`config.mk`:
```
export PLATFORM = sky130hd
export DESIGN_NAME = morse_char_decoder
export DESIGN_NICKNAME = d
export VERILOG_FILES = /design/src/rtl/morse_char_decoder.sv
export SDC_FILE = /design/constraint.sdc
export NUM_CORES = 1
export LEC_CHECK = 0
export ABC_AREA = 1
export BUFFER_PORTS_ARGS = -buffer_cell sky130_fd_sc_hd__buf_2
export CAP_MARGIN = 5
export CORE_MARGIN = 2
export CORE_UTILIZATION = 31
export DETAILED_ROUTE_END_ITERATION = 7
export SLEW_MARGIN = 5
export SYNTH_ARGS = -nofsm -noshare
export SYNTH_HDL_FRONTEND = slang
export SYNTH_SLANG_ARGS = --single-unit
```
`constraint.sdc`:
```
create_clock -name clk -period 4.6 [get_ports clk]
set_input_delay 0.46 -clock clk [delete_from_list [all_inputs] [get_ports clk]]
set_output_delay 0.46 -clock clk [all_outputs]
set_load 0.02 [all_outputs]
```
`src/rtl/morse_char_decoder.sv`:
```
// Morse character decoder: turns a five-slot dot/dash sequence into an ASCII
// character (plus an optional word-gap space) and queues it in a small FIFO.
module morse_char_decoder #(
    parameter int FIFO_DEPTH = 8
) (
    input  logic       clk,
    input  logic       Reset,
    input  logic [9:0] seq_bits,
    input  logic       spa_end,
    input  logic       sent,
    input  logic       flush,
    input  logic       char_ready,
    output logic [7:0] char_out,
    output logic       char_valid,
    output logic [4:0] fifo_count,
    output logic       overflow,
    output logic       decode_err
);
    localparam int         PW        = $clog2(FIFO_DEPTH);
    localparam logic [4:0] DEPTH_CNT = 5'(FIFO_DEPTH);

    typedef enum logic [1:0] {IDLE, DECODE, PUSH_CHAR, PUSH_SPACE} state_t;

    state_t          state_q, state_d;
    logic            sentPrev_q, sentPrev_d;
    logic            armed_q, armed_d;
    logic [9:0]      seqBits_q, seqBits_d;
    logic            spaEnd_q, spaEnd_d;
    logic [7:0]      code_q, code_d;
    logic            codeValid_q, codeValid_d;
    logic [PW-1:0]   wrPtr_q, wrPtr_d;
    logic [PW-1:0]   rdPtr_q, rdPtr_d;
    logic [4:0]      count_q, count_d;
    logic            overflow_q, overflow_d;
    logic            decodeErr_q, decodeErr_d;
    logic [7:0]      mem_q [FIFO_DEPTH];

    logic            sentEvent;
    logic            pushEn;
    logic [7:0]      pushData;
    logic            pop;
    logic            pushOk;
    logic            push;
    logic            memWe;
    logic [7:0]      lookedUp;

    // Valid codes are stored exactly as they arrive on seq_bits, so any
    // malformed sequence (illegal slot, symbol after a gap) simply misses.
    function automatic logic [7:0] lookupChar(input logic [9:0] seq);
        logic [7:0] c;
        c = 8'h00;
        case (seq)
            10'b01_10_00_00_00: c = "A";
            10'b10_01_01_01_00: c = "B";
            10'b10_01_10_01_00: c = "C";
            10'b10_01_01_00_00: c = "D";
            10'b01_00_00_00_00: c = "E";
            10'b01_01_10_01_00: c = "F";
            10'b10_10_01_00_00: c = "G";
            10'b01_01_01_01_00: c = "H";
            10'b01_01_00_00_00: c = "I";
            10'b01_10_10_10_00: c = "J";
            10'b10_01_10_00_00: c = "K";
            10'b01_10_01_01_00: c = "L";
            10'b10_10_00_00_00: c = "M";
            10'b10_01_00_00_00: c = "N";
            10'b10_10_10_00_00: c = "O";
            10'b01_10_10_01_00: c = "P";
            10'b10_10_01_10_00: c = "Q";
            10'b01_10_01_00_00: c = "R";
            10'b01_01_01_00_00: c = "S";
            10'b10_00_00_00_00: c = "T";
            10'b01_01_10_00_00: c = "U";
            10'b01_01_01_10_00: c = "V";
            10'b01_10_10_00_00: c = "W";
            10'b10_01_01_10_00: c = "X";
            10'b10_01_10_10_00: c = "Y";
            10'b10_10_01_01_00: c = "Z";
            10'b10_10_10_10_10: c = "0";
            10'b01_10_10_10_10: c = "1";
            10'b01_01_10_10_10: c = "2";
            10'b01_01_01_10_10: c = "3";
            10'b01_01_01_01_10: c = "4";
            10'b01_01_01_01_01: c = "5";
            10'b10_01_01_01_01: c = "6";
            10'b10_10_01_01_01: c = "7";
            10'b10_10_10_01_01: c = "8";
            10'b10_10_10_10_01: c = "9";
            default:            c = 8'h00;
        endcase
        return c;
    endfunction

    // armed_q keeps a strobe that is already high out of reset from counting
    // as an edge until it has been seen low at least once.
    assign sentEvent  = sent & ~sentPrev_q & armed_q;
    assign lookedUp   = lookupChar(seqBits_q);
    assign char_valid = (count_q != 5'd0);
    assign char_out   = char_valid ? mem_q[rdPtr_q] : 8'h00;
    assign fifo_count = count_q;
    assign overflow   = overflow_q;
    assign decode_err = decodeErr_q;

    always_comb begin
        state_d     = state_q;
        sentPrev_d  = sent;
        armed_d     = armed_q | ~sent;
        seqBits_d   = seqBits_q;
        spaEnd_d    = spaEnd_q;
        code_d      = code_q;
        codeValid_d = codeValid_q;
        overflow_d  = overflow_q;
        decodeErr_d = decodeErr_q;
        pushEn      = 1'b0;
        pushData    = 8'h00;

        if (sentEvent && state_q != IDLE) begin
            overflow_d = 1'b1;
        end

        case (state_q)
            IDLE: begin
                if (sentEvent) begin
                    seqBits_d = seq_bits;
                    spaEnd_d  = spa_end;
                    state_d   = DECODE;
                end
            end
            DECODE: begin
                if (seqBits_q == 10'd0) begin
                    codeValid_d = 1'b0;
                end else if (lookedUp == 8'h00) begin
                    code_d      = 8'h3F;
                    codeValid_d = 1'b1;
                    decodeErr_d = 1'b1;
                end else begin
                    code_d      = lookedUp;
                    codeValid_d = 1'b1;
                end
                state_d = PUSH_CHAR;
            end
            PUSH_CHAR: begin
                pushEn   = codeValid_q;
                pushData = code_q;
                state_d  = spaEnd_q ? PUSH_SPACE : IDLE;
            end
            PUSH_SPACE: begin
                pushEn   = 1'b1;
                pushData = 8'h20;
                state_d  = IDLE;
            end
            default: state_d = IDLE;
        endcase

        // A pop in the same cycle frees the slot a full FIFO needs for a push.
        pop     = char_valid & char_ready;
        pushOk  = (count_q < DEPTH_CNT) | pop;
        push    = pushEn & pushOk;
        memWe   = push & ~flush;
        wrPtr_d = push ? wrPtr_q + PW'(1) : wrPtr_q;
        rdPtr_d = pop  ? rdPtr_q + PW'(1) : rdPtr_q;
        count_d = count_q + 5'(push) - 5'(pop);
        if (pushEn && !pushOk) begin
            overflow_d = 1'b1;
        end

        if (flush) begin
            state_d     = IDLE;
            wrPtr_d     = '0;
            rdPtr_d     = '0;
            count_d     = 5'd0;
            overflow_d  = 1'b0;
            decodeErr_d = 1'b0;
        end
    end

    always_ff @(posedge clk or negedge Reset) begin
        if (!Reset) begin
            state_q     <= IDLE;
            sentPrev_q  <= 1'b0;
            armed_q     <= 1'b0;
            seqBits_q   <= 10'd0;
            spaEnd_q    <= 1'b0;
            code_q      <= 8'h00;
            codeValid_q <= 1'b0;
            wrPtr_q     <= '0;
            rdPtr_q     <= '0;
            count_q     <= 5'd0;
            overflow_q  <= 1'b0;
            decodeErr_q <= 1'b0;
        end else begin
            state_q     <= state_d;
            sentPrev_q  <= sentPrev_d;
            armed_q     <= armed_d;
            seqBits_q   <= seqBits_d;
            spaEnd_q    <= spaEnd_d;
            code_q      <= code_d;
            codeValid_q <= codeValid_d;
            wrPtr_q     <= wrPtr_d;
            rdPtr_q     <= rdPtr_d;
            count_q     <= count_d;
            overflow_q  <= overflow_d;
            decodeErr_q <= decodeErr_d;
        end
    end

    always_ff @(posedge clk) begin
        if (memWe) begin
            mem_q[wrPtr_q] <= pushData;
        end
    end
endmodule

```
==> impl_metrics.toml, run 1 <==
[global_routing]
grt_pass1_wl_microns = 17790
grt_max_degree = 37
grt_use_total_pct = 13.80
grt_pass1_vias = 3614
grt_remaining_overflow = 0
antenna_found_initial = 0

[power_and_ir_drop]
switching_share_pct = 35.78
leakage_nw = 2.269
power.total_mw = 2.636
clockPowerShare_pct = 31.0
p_int_mw = 1.693
powerDensity_nw_per_um2 = 493.5
sequentialPowerShare_pct = 38.8
peakVddDrop_mv = 0.2392
p_comb_share_pct = 30.2
p_switching_uw = 943.1

[worst_setup_path]
r2r_slack_ns = 1.77
cp_slowest_cell = "inv_1"
arrival_ns = 2.42
max_stage_delay_ns = 0.63
critPathBufInv = 3
path_common_cell = "o21ai_0"
required_ns = 4.14
cp_num_cells = 7
startpoint_type = "flop"
path_max_fanout = 30
cp_top_family = "buffers and inverters"
reg2reg_depth = 18
path_class = "flop to output pin"
path_cells = "buf_4, inv_1, o21ai_0, o22ai_1, o21ai_0, a31oi_1, buf_2"
cp-end-kind = "output pin"

[logic_synthesis]
synth-simple-area-share_pct = 23.27
synth_fa_ha_area_share_pct = 2.553
synth_mux_area_share_pct = 0.2394
synth_cells = 523
yosysWarnings = 0
synth_top_family_by_area = "simple AND/OR/NAND/NOR gates"
synth-xor-area-share_pct = 0.1862
synth-seq-cells = 92
synth_nets = 548
synth_cell_types = 39
yosysSeqAreaShare_pct = 54.89
syn_area_per_cell_sq_um = 8.995
synth_compound_area_share_pct = 12.39
synthesis.area_sq_um = 4705

[clock_network]
clockRootBuffer = "clkbuf_16"
cts-htree-levels = 3
clock_sinks = 92
clock_path_buffers = 2
hold_buffers = 0
cts_made_buffers = 9
cts_resized = 0
cts_tree = "yes"
clk-insertion-delay-late_ns = 0.35
path_clk_slew_ns = 0.07
cts_setup_buffers = 0

[cells_and_area]
area_growth_pct = 13.54
multi_input_area_sq_um = 1822
drive_above_1_share_pct = 15.70
layout.nets = 574
ff_latch_area_sq_um = 2582
utilization_pct = 35.53
fill_cells = 1541
n_antenna_cell = 0

[floorplan]
fp.coreArea_sq_um = 15030
ios = 32
die-width_microns = 127.2
initial_core_util_pct = 31.29
dieArea_sq_um = 16180
dieHeight_microns = 127.2
rows = 45

[place]
numPortBuffers = 30
place_congestion = 0.9297
dp_hpwl_microns = 7507

[drt]
route.vias.total = 3647
drtIter0Drc = 280
via_per_inst = 4.915
routed_wl_microns = 10560
antenna_left = 0
drt_pre_antenna_iters = 4
wl_per_cell_microns = 14.23
drc = 0

[timing]
tightest_slew_ns = 0.8250
rsz0062_at_grt = "no"
max_slew_margin_pct = 45.00
finalSetupViolCount = 0
timing.setup.tns_ns = 0
hold_viol = 0
fmax_mhz = 347.8
fin_crit_sh_pct = 62.50
fin_crit_ns = 2.875
fin_skew_ns = 0.007314
slew_viol_final = 0

[outcome]
outcome = "complete, no violations"

[hold_path]
worstHoldPathType = "input pin to async pin"

[job]
timing.max_cap.violations = 0
## placed cells by master, fill, tap and decap left out, drive strengths merged
master    count
clkbuf        9
o211ai        1
and3          1
xnor2         1
mux2          1
or2           1
nand4         6
clkinvlp      1
nand2        74
nor3          3
o21a          3
nand3        30
buf          31
dfrtp        36
a21oi        30
inv          56
conb          1
fa            1
ha            8
a31oi        10
edfxtp       56
o2111ai       1
bufinv        2
clkinv        3
o21ai        52
o22ai         7
nor2        127
nor3b         1
a22oi         1
## cells by family after synthesis
group	count (synthesis)
AO/OA/AOI/OAI	105
buffers and inverters	71
flip-flops	92
AND/OR/NAND/NOR	243
XOR/XNOR	1
other	1
multiplexers	1
adder cells (fa/ha/maj)	9
## metrics by stage
step           std cells  hold WS, ns  setup slack (ns)  cell area, sq um
6_report             742       0.2029             1.725              5341
5_1_grt              742       0.2489             1.431              5341
4_1_cts              742       0.2202             1.683              5341
3_5_place_dp         726       0.4437             1.806              5006
3_3_place_gp         726       0.4368             1.925              5006
2_1_floorplan        523       0.1644             1.974              4705
## per-layer routing
metal	global-route usage, %	share of wire, %	vias up
met2	21.88	47	92
met4	5.495	2.1	0
met5	0	0	-
li1	-	-	1810
met1	18.15	47	1726
met3	3.601	4.5	19
## cells in the mapped netlist (all sizes together)
master	number	area share, %
o21ai	52	5.6
a21oi	30	3.4
and3	1	0.13
a31oi	10	1.3
nand3	30	4.2
dfrtp	36	19
a22oi	1	0.27
clkbuf	12	0.96
or2	1	0.13
conb	1	0.080
o21a	3	0.48
ha	8	2.1
o211ai	1	0.16
inv	55	4.4
buf	4	0.98
o22ai	7	0.93
nor3	3	0.32
fa	1	0.43
nor3b	1	0.16
nand2	74	6.4
mux2	1	0.24
o2111ai	1	0.19
edfxtp	56	36
xnor2	1	0.19
nor2	127	11
nand4	6	0.80
## final timing paths
kind,from,to
worst max-delay path,rdPtr_q[0],char_out[2]
max in group asynchronous,Reset,rdPtr_q[0]
worst min-delay path,Reset,seqBits_q[7]
worst max register to register,fifo_count[3],fifo_count[4]
min in group clk,sent,sentPrev_q
worst min register to register,armed_q,armed_q
## layout make-up
| cell class | instances | share of cell area (%) |
|---|---|---|
| well taps | 188 | 4.404 |
| clock buffers | 9 | 4.216 |
| repair buffers | 31 | 2.952 |
| inverters | 55 | 3.912 |
| clock inverters | 7 | 2.061 |
| flip-flops and latches | 92 | 48.35 |
| multi-input cells | 360 | 34.11 |
## worst reg2reg max path: cells and delay by family, from the launching register on
kind / cells / cell delay [ns]
adder cells (fa/ha/maj): 3 / 0.77
AO/OA/AOI/OAI: 4 / 0.51
AND/OR/NAND/NOR: 7 / 0.68
flip-flops: 1 / 0.38
buffers and inverters: 4 / 0.45
## power by group through the flow
stage,Clock [mW],Combinational (mW),Sequential [mW]
2_1_floorplan,0,0.562,1.05
3_3_place_gp,0,0.787,1.04
3_5_place_dp,0,0.797,1.04
4_1_cts,0.839,0.800,1.02
5_1_grt,0.870,0.900,1.04
6_report,0.817,0.796,1.02
## flip-flops by register name (all words and copies together), names as in the netlist, 2 cells and up
name        count
fifo_count      5
wrPtr_q         3
rdPtr_q         3
mem_q          56
seqBits_q      10
state_q         2
code_q          7
No activity file was read; power rests on OpenSTA's default activity.
==> run 2, diff against run 1 <==
==> constraint.sdc (replaced) <==
create_clock -name clk -period 2.5 [get_ports clk]
set_input_delay 0.25 -clock clk [delete_from_list [all_inputs] [get_ports clk]]
set_output_delay 0.25 -clock clk [all_outputs]
set_load 0.02 [all_outputs]
==> run 2 against run 1 <==
The flow now finishes with violations (negative hold slack). Final area grew 3.5%. Worst hold slack lost 0.21 ns. Highest routed layer unchanged. Sequential power grew 83%. Sequential share of layout area shrank 1.6 points. Flip-flop and latch count is the same. Die area is the same. Register-to-register slack lost 1.7 ns. Global-route usage grew 0.77 points. First-iteration DRC count shrank 30%. Critical path type is now flop to flop.
==> impl_metrics.toml, run 2 (synthesis results as in run 1) <==
[power_and_ir_drop]
power.total_mw = 4.942
leakage_nw = 2.364
p_comb_share_pct = 35.1
p_switching_mw = 1.809
switching_share_pct = 36.61
p_int_mw = 3.132
powerDensity_nw_per_um2 = 893.8
peakVddDrop_mv = 0.4422
sequentialPowerShare_pct = 37.9
clockPowerShare_pct = 26.9

[floorplan]
fp.coreArea_sq_um = 15030
rows = 45
initial_core_util_pct = 31.29
ios = 32
dieArea_sq_um = 16180
die-width_microns = 127.2
dieHeight_microns = 127.2

[drt]
antenna_left = 0
drc = 0
via_per_inst = 4.871
routed_wl_microns = 11220
wl_per_cell_microns = 14.65
drtIter0Drc = 196
route.vias.total = 3731
drt_pre_antenna_iters = 4

[clock_network]
cts_made_buffers = 9
cts-htree-levels = 3
clock_sinks = 92
path_clk_slew_ns = 0.07
clk-insertion-delay-late_ns = 0.34
cts_tree = "yes"
clockRootBuffer = "clkbuf_16"
clock_path_buffers = 2

[worst_setup_path]
path_class = "flop to flop"
r2r_start = "fifo_count[3]"
startpoint_type = "flop"
path_max_fanout = 3
arrival_ns = 2.67
cp-end-kind = "flop"
startpoint = "fifo_count[3]"
required_ns = 2.77
reg2reg_depth = 18

[hold_path]
worstHoldPathType = "input pin to async pin"

[timing]
finalSetupViolCount = 0
fin_crit_ns = 2.395
tightest_slew_ns = 0.8404
setup_ws_ns = 0.1052
fmax_mhz = 417.6
fin_skew_ns = 0.006739
timing.setup.tns_ns = 0
fin_crit_sh_pct = 95.79
max_slew_margin_pct = 43.97
slew_viol_final = 0
whs_ns = -0.004860
hold_viol = 3

[place]
dp.cells = 739
numPortBuffers = 30
place_congestion = 0.9356
postPlaceCellArea_sq_um = 5117
dp_hpwl_microns = 8088
pre_cts_ws_ns = -0.07203

[outcome]
violations = "negative hold slack"
outcome = "complete, but fails checks"

[cells_and_area]
final_cell_mix = "nor2_1 (115), nand2_1 (65), edfxtp_1 (56), o21ai_0 (47), inv_1 (45)"
n_antenna_cell = 0
layout.nets = 598
regMostFlops = "mem_q"
ff_latch_area_sq_um = 2585
multi_input_area_sq_um = 1864
final_common_cell = "nor2_1"
finalNonFillerCells = 766
top_regs = "mem_q: 56 flops, seqBits_q: 10 flops, code_q: 7 flops"
fill_cells = 1503
area_growth_pct = 17.53
drive_above_1_share_pct = 21.45
final_area_sq_um = 5529
largest_reg_flops = 56

[job]
timing.max_cap.violations = 0

[global_routing]
antenna_found_initial = 0
grt_remaining_overflow = 0
grt_pass1_vias = 3797
grt_pass1_wl_microns = 18730
grt_max_degree = 37
grt_use_total_pct = 14.58
-- run 2: metrics by stage --
step | hold slack [ns] | util [%]
after detailed placement | 0.3896 | 34.04
after CTS | 0.03133 | 36.09
final | -0.004860 | 36.78
after global routing | 0.03433 | 36.78
after global placement | 0.3888 | 34.04
after floorplan | -0.04559 | -
-- run 2: layer usage --
metal	share of wire [%]	global-route usage [%]
met5	0	0
met2	51	26.19
met1	43	17.44
met4	1.8	4.008
met3	4.3	3.559
-- run 2: final timing paths --
check | endpoint | slack [ns]
worst max-delay path | fifo_count[4] | 0.11
worst min-delay path | seqBits_q[5] | -0.005
worst max register to register | fifo_count[4] | 0.11
worst min register to register | armed_q | 0.47
max in group asynchronous | fifo_count[3] | 1.91
min in group clk | sentPrev_q | 0.05
-- run 2: repair_timing --
action | CTS | global route
endpoints found under the setup margin | 1 | 1
hold buffers | 0 | 0
resized for setup | 4 | 9
buffers inserted | 1 | 10
pin swaps | 3 | 9
-- run 2: critical path, stage by stage (launching register included) --
cell and delay, ns:
dfrtp_2 0.42, inv_2 0.09, ha_4 0.13, nand2_2 0.05, nor3_2 0.17, inv_2 0.07, nand2_4 0.09, inv_4 0.04
o21ai_2 0.12, inv_1 0.06, nand2_1 0.06, nand2_1 0.05, ha_2 0.19, fa_2 0.35, nand2_1 0.08, a21oi_2 0.06
nor2_2 0.10, o21ai_1 0.08, a21oi_1 0.12
-- run 2: area by class of cell --
type / count / area share, %
flip-flops and latches: 92 / 46.75
multi-input cells: 360 / 33.72
repair buffers: 55 / 6.110
clock buffers: 11 / 4.594
well taps: 188 / 4.254
inverters: 55 / 3.824
clock inverters: 5 / 0.7468
-- run 2: power by group through the flow --
stage          sequential, mW  clock, mW  combinational [mW]
2_1_floorplan            1.94          0                1.05
3_3_place_gp             1.90          0                1.51
3_5_place_dp             1.90          0                1.55
4_1_cts                  1.87       1.38                1.57
5_1_grt                  1.90       1.44                1.93
6_report                 1.87       1.33                1.74
==> run 3, diff against run 2 <==
--- a/config.mk
+++ b/config.mk
@@ -8,7 +8,6 @@
 export ABC_AREA = 1
 export BUFFER_PORTS_ARGS = -buffer_cell sky130_fd_sc_hd__buf_2
 export CAP_MARGIN = 5
-export CORE_MARGIN = 2
 export CORE_UTILIZATION = 31
 export DETAILED_ROUTE_END_ITERATION = 7
 export SLEW_MARGIN = 5
==> run 3 against run 2 <==
The run still ends with negative hold slack left. Register-to-register slack lost 0.05 ns. Clock power is essentially flat. Global-route usage grew 0.44 points. Critical path depth is the same. Worst hold slack lost 0.021 ns. Sequential share of layout area grew 0.085 points. Non-clock buffer count is the same. Critical path type unchanged. Critical endpoint unchanged. Largest power group unchanged.
==> impl_metrics.toml, run 3 (synthesis results as in run 1) <==
[outcome]
outcome = "complete, but fails checks"
violations = "negative hold slack"

[floorplan]
ios = 32
rows = 44
dieArea_sq_um = 15670
initial_core_util_pct = 32.13
fp.coreArea_sq_um = 14640
dieHeight_microns = 125.2
die-width_microns = 125.2

[clock_network]
cts_made_buffers = 9
clock_sinks = 92
clk-insertion-delay-late_ns = 0.35
path_clk_slew_ns = 0.06
cts-htree-levels = 3
clockRootBuffer = "clkbuf_16"
clock_path_buffers = 2
cts_tree = "yes"

[global_routing]
grt_use_met1_pct = 19.33
grt_pass1_wl_microns = 18480
grt_use_met2_pct = 24.65
antenna_found_initial = 0
grt_use_met3_pct = 3.637
grt_remaining_overflow = 0
grt_pass1_vias = 3633
grt-busiest-layer = "met2"
grt_use_total_pct = 15.02
grt_max_degree = 37

[drt]
routed_wl_microns = 11140
via_per_inst = 4.856
drtIter0Drc = 226
drt_pre_antenna_iters = 6
drc = 0
antenna_left = 0
route.vias.total = 3700
wl_per_cell_microns = 14.62

[timing]
tightest_slew_ns = 0.7838
whs_ns = -0.02600
fin_skew_ns = 0.008126
finalSetupViolCount = 0
fin_crit_sh_pct = 97.81
fmax_mhz = 409.0
timing.setup.tns_ns = 0
rsz0062_at_grt = "yes"
setup_ws_ns = 0.05474
hold_viol = 27
max_slew_margin_pct = 47.75
slew_viol_final = 0
fin_crit_ns = 2.445

[cells_and_area]
largest_reg_flops = 56
drive_above_1_share_pct = 21.28
area_growth_pct = 17.31
n_antenna_cell = 0
top_regs = "mem_q: 56 flops, seqBits_q: 10 flops, code_q: 7 flops"
utilization_pct = 37.69
fill_cells = 1483
final_cell_mix = "nor2_1 (115), nand2_1 (64), edfxtp_1 (56), o21ai_0 (47), inv_1 (45)"
layout.nets = 598
regMostFlops = "mem_q"
final_common_cell = "nor2_1"

[hold_path]
worstHoldPathType = "input pin to async pin"

[place]
pre_cts_ws_ns = -0.04728
dp_hpwl_microns = 7961
numPortBuffers = 30
place_congestion = 0.8808

[power_and_ir_drop]
power.total_mw = 4.923
leakage_nw = 2.363
powerDensity_nw_per_um2 = 892.0
peakVddDrop_mv = 0.4272

[worst_setup_path]
cp-end-kind = "flop"
path_class = "flop to flop"
path_max_fanout = 4
startpoint_type = "flop"
arrival_ns = 2.72
required_ns = 2.77

[job]
timing.max_cap.violations = 0
==> run 3: changes by cell type in the layout (fill, tap and decap cells not counted) <==
cell / change
clkinv_4: -1
clkbuf_16: -1
inv_6: -1
clkinv_2: +1
clkbuf_1: +2
nand2_2: +1
nand2_1: -1
clkinvlp_4: -1
bufinv_16: +1
==> run 3: layer usage <==
layer	part of all wire, %	vias to the layer above
met4	1.6	0
met3	4.2	14
met2	48	78
met5	0	-
li1	-	1844
met1	47	1764
==> run 3: path summary, 6_finish.rpt <==
path | slack, ns | start | depth (start not counted) | to
worst max register to register | 0.05 | fifo_count[2] | 18 | fifo_count[4]
min in group clk | 0.04 | sent | 1 | sentPrev_q
worst min register to register | 0.45 | armed_q | 2 | armed_q
max in group asynchronous | 1.97 | Reset | 1 | fifo_count[3]
worst max-delay path | 0.05 | fifo_count[2] | 18 | fifo_count[4]
worst min-delay path | -0.03 | Reset | 1 | seqBits_q[5]
==> run 3: cell type report <==
class / count / area [sq um] / area share, %
flip-flops and latches: 92 / 2585 / 46.84
repair buffers: 55 / 337.8 / 6.121
well taps: 184 / 230.2 / 4.171
clock buffers: 12 / 236.5 / 4.285
multi-input cells: 360 / 1867 / 33.82
clock inverters: 4 / 51.30 / 0.9295
inverters: 55 / 211.5 / 3.831
==> run 3: critical path: stages (launching register included) <==
cell	delay, ns
dfrtp_2	0.42
inv_2	0.09
ha_4	0.13
nand2_2	0.04
nor3_2	0.16
inv_2	0.07
nand2_4	0.08
inv_2	0.04
o21ai_2	0.14
inv_1	0.08
nand2_1	0.07
nand2_1	0.05
ha_2	0.19
fa_2	0.37
nand2_2	0.07
a21oi_2	0.05
nor2_2	0.11
o21ai_1	0.08
a21oi_1	0.12
==> run 3: timing repair <==
action                                  in CTS  in global routing
endpoints found under the setup margin       1                  1
hold endpoints to repair                     0                  0
buffers inserted                             1                  7
hold buffers                                 0                  0
gates resized for setup                      2                 12
pin swaps                                    1                 10
==> run 3: power breakdown <==
part           internal, mW  leakage, nW  total [mW]  switching, mW
clock                 0.778        0.137        1.34          0.564
sequential             1.77        0.932        1.88          0.103
combinational         0.603         1.29        1.70           1.10
==> run 3: stage by stage <==
stage | instances | area (sq um)
2_1_floorplan | 523 | 4718
3_3_place_gp | 738 | 5135
3_5_place_dp | 738 | 5135
4_1_cts | 755 | 5433
5_1_grt | 762 | 5519
6_report | 762 | 5519
